==> src/rtl/freq_gate_gen_if.sv <==
// freq_gate_gen_if: control and status bundle between a measurement controller and freq_gate_gen
interface freq_gate_gen_if #(
    parameter int CNT_W = 32,
    parameter int SEQ_W = 16
);
    logic             start;
    logic             continuous;
    logic             abort;
    logic [CNT_W-1:0] window_len;
    logic             en_sample;
    logic             busy;
    logic             meas_done;
    logic [CNT_W-1:0] window_cycles;
    logic [SEQ_W-1:0] meas_seq;
    logic             err_zero_len;

    modport master (
        output start, continuous, abort, window_len,
        input  en_sample, busy, meas_done, window_cycles, meas_seq, err_zero_len
    );
    modport slave (
        input  start, continuous, abort, window_len,
        output en_sample, busy, meas_done, window_cycles, meas_seq, err_zero_len
    );
endinterface

==> src/rtl/freq_gate_gen.sv <==
// freq_gate_gen: programmable-length measurement gate with settle interval and completion pulse
module freq_gate_gen #(
    parameter int CNT_W         = 32,
    parameter int SETTLE_CYCLES = 16,
    parameter int SEQ_W         = 16
) (
    input  logic           clk,
    input  logic           sys_if_rstn,
    freq_gate_gen_if.slave ctl
);
    localparam int SW = $clog2(SETTLE_CYCLES + 1);
    localparam logic [SW-1:0] S_LOAD = SW'(SETTLE_CYCLES);

    typedef enum logic [1:0] {IDLE, WINDOW, SETTLE, DONE} state_t;

    state_t           state_q, state_d;
    logic [CNT_W-1:0] wcnt_q, wcnt_d, wc_q, wc_d;
    logic [SW-1:0]    scnt_q, scnt_d;
    logic [SEQ_W-1:0] seq_q, seq_d;
    logic             en_q, en_d, busy_q, busy_d, done_q, done_d, err_q, err_d;
    logic             len_ok, req, launch;

    // a window is requested by start in IDLE or by continuous in DONE; zero length turns it into an error
    assign len_ok = ctl.window_len != '0;
    assign req    = (state_q == IDLE && ctl.start) || (state_q == DONE && ctl.continuous);
    assign launch = req && len_ok && !ctl.abort;

    // state and registered outputs; async reset drops the gate without waiting for a clock
    always_ff @(posedge clk or negedge sys_if_rstn) begin
        if (!sys_if_rstn) begin
            state_q <= IDLE;
            wcnt_q  <= '0;
            scnt_q  <= '0;
            wc_q    <= '0;
            seq_q   <= '0;
            en_q    <= 1'b0;
            busy_q  <= 1'b0;
            done_q  <= 1'b0;
            err_q   <= 1'b0;
        end else begin
            state_q <= state_d;
            wcnt_q  <= wcnt_d;
            scnt_q  <= scnt_d;
            wc_q    <= wc_d;
            seq_q   <= seq_d;
            en_q    <= en_d;
            busy_q  <= busy_d;
            done_q  <= done_d;
            err_q   <= err_d;
        end
    end

    // next state; abort overrides every forward transition
    always_comb begin
        state_d = state_q;
        case (state_q)
            WINDOW:  state_d = ctl.abort ? IDLE : (wcnt_q == CNT_W'(1) ? SETTLE : WINDOW);
            SETTLE:  state_d = ctl.abort ? IDLE : (scnt_q == SW'(1) ? DONE : SETTLE);
            default: state_d = launch ? WINDOW : IDLE;
        endcase
    end

    // counters and output next values, decoded from the upcoming state so outputs stay registered
    always_comb begin
        wcnt_d = launch ? ctl.window_len : (state_q == WINDOW ? wcnt_q - CNT_W'(1) : wcnt_q);
        scnt_d = (state_q == WINDOW && state_d == SETTLE) ? S_LOAD :
                 (state_q == SETTLE ? scnt_q - SW'(1) : scnt_q);
        wc_d   = launch ? ctl.window_len : wc_q;
        en_d   = state_d == WINDOW;
        busy_d = state_d != IDLE;
        done_d = state_q == SETTLE && state_d == DONE;
        seq_d  = done_d ? seq_q + SEQ_W'(1) : seq_q;
        err_d  = req && !len_ok;
    end

    assign ctl.en_sample     = en_q;
    assign ctl.busy          = busy_q;
    assign ctl.meas_done     = done_q;
    assign ctl.window_cycles = wc_q;
    assign ctl.meas_seq      = seq_q;
    assign ctl.err_zero_len  = err_q;
endmodule
==> src/flat_wrapper.sv <==
// flat-port wrapper written by rule: the top's interface ports become plain ports
module freq_gate_gen_flat 
#(
    parameter int CNT_W         = 32,
    parameter int SETTLE_CYCLES = 16,
    parameter int SEQ_W         = 16
)
  (clk, sys_if_rstn, ctl_start, ctl_continuous, ctl_abort, ctl_window_len, ctl_en_sample, ctl_busy, ctl_meas_done, ctl_window_cycles, ctl_meas_seq, ctl_err_zero_len);
  freq_gate_gen_if #(.CNT_W(CNT_W), .SEQ_W(SEQ_W)) ctl_i ();
  input  logic clk;
  input  logic sys_if_rstn;
  input wire logic [$bits(ctl_i.start)-1:0] ctl_start;
  input wire logic [$bits(ctl_i.continuous)-1:0] ctl_continuous;
  input wire logic [$bits(ctl_i.abort)-1:0] ctl_abort;
  input wire logic [$bits(ctl_i.window_len)-1:0] ctl_window_len;
  output wire logic [$bits(ctl_i.en_sample)-1:0] ctl_en_sample;
  output wire logic [$bits(ctl_i.busy)-1:0] ctl_busy;
  output wire logic [$bits(ctl_i.meas_done)-1:0] ctl_meas_done;
  output wire logic [$bits(ctl_i.window_cycles)-1:0] ctl_window_cycles;
  output wire logic [$bits(ctl_i.meas_seq)-1:0] ctl_meas_seq;
  output wire logic [$bits(ctl_i.err_zero_len)-1:0] ctl_err_zero_len;
  assign ctl_i.start = ctl_start;
  assign ctl_i.continuous = ctl_continuous;
  assign ctl_i.abort = ctl_abort;
  assign ctl_i.window_len = ctl_window_len;
  assign ctl_en_sample = ctl_i.en_sample;
  assign ctl_busy = ctl_i.busy;
  assign ctl_meas_done = ctl_i.meas_done;
  assign ctl_window_cycles = ctl_i.window_cycles;
  assign ctl_meas_seq = ctl_i.meas_seq;
  assign ctl_err_zero_len = ctl_i.err_zero_len;
  freq_gate_gen #(.CNT_W(CNT_W), .SETTLE_CYCLES(SETTLE_CYCLES), .SEQ_W(SEQ_W)) u_core (.clk(clk), .sys_if_rstn(sys_if_rstn), .ctl(ctl_i));
endmodule
==> config.mk <==
export PLATFORM = sky130hd
export DESIGN_NAME = freq_gate_gen_flat
export DESIGN_NICKNAME = d
export VERILOG_FILES = /design/src/rtl/freq_gate_gen_if.sv /design/src/rtl/freq_gate_gen.sv /design/src/flat_wrapper.sv
export SDC_FILE = /design/constraint.sdc
export NUM_CORES = 1
export LEC_CHECK = 0
export ABC_AREA = 1
export CORE_MARGIN = 2
export CORE_UTILIZATION = 30
export DETAILED_ROUTE_END_ITERATION = 8
export PLACE_DENSITY = 0.57
export SKIP_LAST_GASP = 1
export SLEW_MARGIN = 20
export SYNTH_ARGS = -nofsm -noshare
export SYNTH_HDL_FRONTEND = slang
export SYNTH_SLANG_ARGS = --single-unit
==> constraint.sdc <==
create_clock -name clk -period 2.3 [get_ports clk]
set_clock_uncertainty 0.05 [all_clocks]
set_input_delay 0.345 -clock clk [delete_from_list [all_inputs] [get_ports clk]]
set_output_delay 0.345 -clock clk [all_outputs]
set_load 0.1 [all_outputs]
### Word level (Yosys, flattened, before mapping)

Cells that the tools add are included.

* register bits after elaboration: 91
* logic and storage cells: 45

* $add $sub $neg: 3
* eq/ne operators: 8
* muxes and demuxes: 10
* reduce and logical (&&, ||, !) cells: 15

Operators by type and width (count)
* two-way mux 32 bit: 2
* equality test 32 x 1 -> 1 bit (second input constant): 1
* nonzero test 32 bit: 1
* subtractor 32 x 1 -> 32 bit (second input constant): 1
* adder 16 x 1 -> 16 bit (second input constant): 1
* two-way mux 5 bit: 2
* equality test 2 bit (second input constant): 4
* logical AND 1 bit: 7
* two-way mux 2 bit: 3
* nonzero test 2 bit: 3
* equality test 5 x 1 -> 1 bit (second input constant): 1
* subtractor 5 x 1 -> 5 bit (second input constant): 1
* equality test 2 x 1 -> 1 bit (second input constant): 2
* case mux 2 bit (2 select lines): 1
* zero test 1 bit: 2
* zero test 2 bit: 1
* two-way mux 1 bit: 2
* logical OR 1 bit: 1

### Logic depth before layout (Yosys ltp)

Gate-level depths: netlist of run 1.

* depth in word-level cells: 10
* depth in mapped cells: 13
* depth with buffers taken out: 13

### Worst setup path after synthesis of run 1

Ideal clock, no wire load.

* path type: flip-flop to flip-flop
* start: register u_core.seq_q[0] (netlist: u_core.ctl.meas_seq[0])
* end: register u_core.seq_q[14] (netlist: u_core.ctl.meas_seq[14])
* library setup time: 0.120 ns
* arrival: 2.014 ns
* required time: 2.130 ns
* setup slack: 0.116 ns
* cell stages (with the launch flop): 8
* path buffers: 0
* cell sequence: dfrtp_1 ha_1 nand3_1 nor2_1 nand3_1 xnor2_1 nand4_1 nand2_1

* longest elaborated chain between the ends: 1

RTL lines
* start, declared: RTL line freq_gate_gen.sv:19 `logic [SEQ_W-1:0] seq_q, seq_d;`
* start signal, assigned: RTL line freq_gate_gen.sv:45 `seq_q <= seq_d;`
* adder 16 x 1 -> 16 bit: RTL line freq_gate_gen.sv:72 `seq_d = done_d ? seq_q + SEQ_W'(1) : seq_q;`

No other way between the ends.
A chain may end at the register's enable or synchronous reset.

### Final worst setup path of run 1

* start: register u_core.state_q[0]
* end: register u_core.seq_q[8] (netlist: u_core.ctl.meas_seq[8])

* longest elaborated chain between the ends: 9
* elaborated cells on any way between the ends: 13
* those cells by class: eq/ne (4); mux (2); reduce/logical (7)

RTL lines
* start, declared: RTL line freq_gate_gen.sv:16 `state_t state_q, state_d;`
* start signal, assigned: RTL line freq_gate_gen.sv:41 `state_q <= state_d;`
* equality test 2 bit / zero test 2 bit (equally long branches): RTL line freq_gate_gen.sv:25 `assign req = (state_q == IDLE && ctl.start) || (state_q == DONE && ctl.continuous);`
* logical AND 1 bit: RTL line freq_gate_gen.sv:25
* logical OR 1 bit: RTL line freq_gate_gen.sv:25
* logical AND 1 bit (2 in series): RTL line freq_gate_gen.sv:26 `assign launch = req && len_ok && !ctl.abort;`
* two-way mux 1 bit: RTL line freq_gate_gen.sv:59 `default: state_d = launch ? WINDOW : IDLE;`
* case mux 2 bit (2 select lines): RTL line freq_gate_gen.sv:56 `case (state_q)`
* equality test 2 bit: RTL line freq_gate_gen.sv:71 `done_d = state_q == SETTLE && state_d == DONE;`
* logical AND 1 bit *: RTL line freq_gate_gen.sv:71

Mark *: on every way between the ends. The rest lies on a longest branch, timed or not.

==> metrics.txt, run 1 <==
Worst setup SP type=flip-flop; Rel. slew slack=72.8%; initial antenna violation count=0; Initial Util=30.4%; post-synthesis cell area=4990 sq um; TritonCTS clock tree=done; post-place instance area=6130 sq um; H-Tree Depth=3; layout cells sized above 1=12.0%; TritonRoute pass-1 iters=4; slowest stage delay, CP=0.40 ns; PD cells=1310 nW/um^2; number of synthesized register bits=91; Chip Width=133 microns; Residual DRC=0; clock tree buffer depth=2; highest clock rate=492 MHz; Hold Crit Class=input pin to asynchronous set/reset pin; critical path depth=11; Final Setup Violations=0; number of synthesized flops with an enable pin=0; max-slew violation count=0; # diodes=0; Synth area leaders=dfrtp_1 46%, nand2_1 20%, nor2_1 7.4%, nand3_1 5.3%, inv_1 4.2%; vias=4,513; Clk Latency, worst-skew pair=0.34 ns; Slowest cell on crit path=dfrtp_1; CP delay by family, top=simple AND/OR/NAND/NOR gates; register area=2280 sq um; Synth area leader=dfrtp_1; Final Cell Area=6400 sq um; Post-synth ARST share=100%; Post-Synthesis Cells=687; worst-path cell chain=inv_1 > ha_1 > inv_1 > nor2_1 > nand3_1 > o21ai_1 > inv_1 > nand2_2 > nand3_2 > nand2_1 > nand2_1; status=complete, no violations; critical path type=flip-flop to flip-flop; Tightest Pin Transition=0.407 ns; ys flop type=dfrtp_1; post-synthesis simple-gate area fraction=38.3%; Die Y-Extent=133 microns; clock buffer count from CTS=9; flop2flop setup slack=0.27 ns; WL per Instance=12.9 microns; CTS root buf=clkbuf_16; adder-cell area share of the yosys netlist=2.26%; first-pass GRT wire length=22.0 mm; worst path bufs/invs=3; Synth Area in Compound Gates=1.73%; largest family of logic cells by synthesized area=simple AND/OR/NAND/NOR gates; Yosys cell types=25; Mean Syn Cell Area=7.26 sq um; worst setup margin=0.265 ns; post-route minimum period=2.03 ns; max-cap violation count=0; Mapped Nets=733; FILL cells=1,733; largest net degree at the start of global routing=53; Rows=47; maximum vdd drop=697 uV; Hold Fails Final Rpt=0; P&R area growth vs syn=28.3%; Reg clk slew, reported paths=0.06 ns; Multi-input gate area=2420 sq um; post-cts sizing count=0; sequential area share after synthesis=45.6%; post-DP HPWL=9.94 mm; area of the die=17,700 sq um; mux share of post-synthesis cell area=0%; Sink Count=91; Final Cycle Share=88.5%; NumNets Final=835; routed wire length=13.1 mm; most numerous cell in the Yosys netlist=nand2_1; Synth Warn #=0; RSZ-0062 raised after global routing=false; final std cells w/o fill=1,013; Routed Antenna Nets=0; CP Capture Type=flip-flop; XOR/XNOR share of the synthesized area=6.14%; initial detailed-routing violation count=242; gr ovfl total=0; IO Count=89; vias per cell=4.46; number of global-route vias before repair=4,397; synth cell count leaders=271 x nand2_1, 98 x nor2_1, 91 x dfrtp_1; reg2reg path depth=11; CP dominant cell by count=inv_1; GRT Util Overall=15.7%; crit path max fanout=17; Pleak=0.00327 uW; Post-Place Setup Slack=-0.0737 ns; Final TNS setup=0 ns; top-area cell type share of the netlist area=45.6%; Final GP Congestion=0.879; Layout Utilization=39.0%; port buffer count=88; worst endpoint data arrival time=2.21 ns; Placed Cells=997; Crit path required time=2.48 ns; CORE AREA=16,400 sq um
-- path summary, 6_finish.rpt --
kind	startpoint	to
max	u_core.state_q[0]$_DFF_PN0_	u_core.ctl.meas_seq[8]$_DFFE_PN0P_
min	sys_if_rstn	u_core.ctl.window_cycles[8]$_DFFE_PN0P_
max reg2reg	u_core.state_q[0]$_DFF_PN0_	u_core.ctl.meas_seq[8]$_DFFE_PN0P_
min reg2reg	u_core.ctl.window_cycles[19]$_DFFE_PN0P_	u_core.ctl.window_cycles[19]$_DFFE_PN0P_
max in group asynchronous	sys_if_rstn	u_core.ctl.window_cycles[27]$_DFFE_PN0P_
min in group clk	u_core.ctl.window_cycles[19]$_DFFE_PN0P_	u_core.ctl.window_cycles[19]$_DFFE_PN0P_
-- final cells by class --
cell class	count	area share (%)
clock buffers	13	3.91
flip-flops and latches	91	35.6
well taps	220	4.30
multi-input cells	521	37.8
repair buffers	108	14.9
clock inverters	2	0.196
inverters	58	3.40
-- through the flow --
| stage | hold WS (ns) | power [uW] |
|---|---|---|
| final | 0.357 | 8400 |
| after global routing | 0.379 | 8970 |
| after CTS | 0.349 | 8500 |
| after detailed placement | 0.185 | 7100 |
| after global placement | 0.179 | 7090 |
| after floorplan | -0.000591 | 5880 |
-- repair_timing --
action / in CTS / in global routing
hold buffers: 1 / 0
buffers inserted: 0 / 0
hold endpoints to repair: 15 / 0
-- report_power, final --
group / internal (uW) / switching (uW) / leakage, uW
clock network: 755 / 593 / 0.000126
logic: 1160 / 3330 / 0.00200
registers: 2120 / 431 / 0.00115
-- cells by family (layout without fill, tap and decap cells) --
group,Yosys count,count (layout)
simple gates,464,464
flops,91,91
buf+inv,75,181
xor+xnor,35,35
compound gates,13,13
fa+ha+maj,9,9
-- flip-flops by register name (all words and copies together) (netlist names) --
register	count
u_core.ctl.window_cycles	32
u_core.wcnt_q	32
u_core.ctl.meas_seq	16
u_core.scnt_q	5
u_core.state_q	2
u_core.ctl.busy	1
u_core.ctl.en_sample	1
u_core.ctl.err_zero_len	1
u_core.ctl.meas_done	1
-- per-layer routing --
metal,routed length [microns],track usage [%]
met1,6540,22.2
met2,5890,23.9
met5,0,0
met3,447,2.61
met4,208,6.27
-- layout by cell type, fill, tap and decap left out, types with 2 or more instances in the layout --
cell / synthesis / layout
clkbuf_16: 0 / 9
dfrtp_1: 91 / 91
nand2_2: 2 / 2
buf_12: 0 / 4
xor2_1: 22 / 22
nand3b_1: 3 / 3
o21ai_0: 6 / 6
nor2_1: 98 / 98
o211ai_1: 4 / 4
nand4_1: 22 / 22
nand3_1: 53 / 53
nor3_1: 8 / 8
ha_1: 9 / 9
buf_4: 1 / 68
clkdlybuf4s50_1: 0 / 35
nor2_2: 3 / 3
nand2_1: 271 / 271
clkbuf_1: 8 / 3
xnor2_1: 13 / 13
inv_1: 56 / 56
or2_2: 3 / 3
o21ai_1: 2 / 2
No activity file was read; power rests on OpenSTA's default activity.
==> inputs of run 2 (changes only) <==
- TNS_END_PERCENT: default -> 100
==> results of run 2 <==
The final DEF is identical to that of run 1; final timing and power are the same.
==> inputs of run 3 (changes only) <==
- TNS_END_PERCENT: 100 -> 50
==> results of run 3 <==
The final DEF is identical to that of run 1; final timing and power are the same.
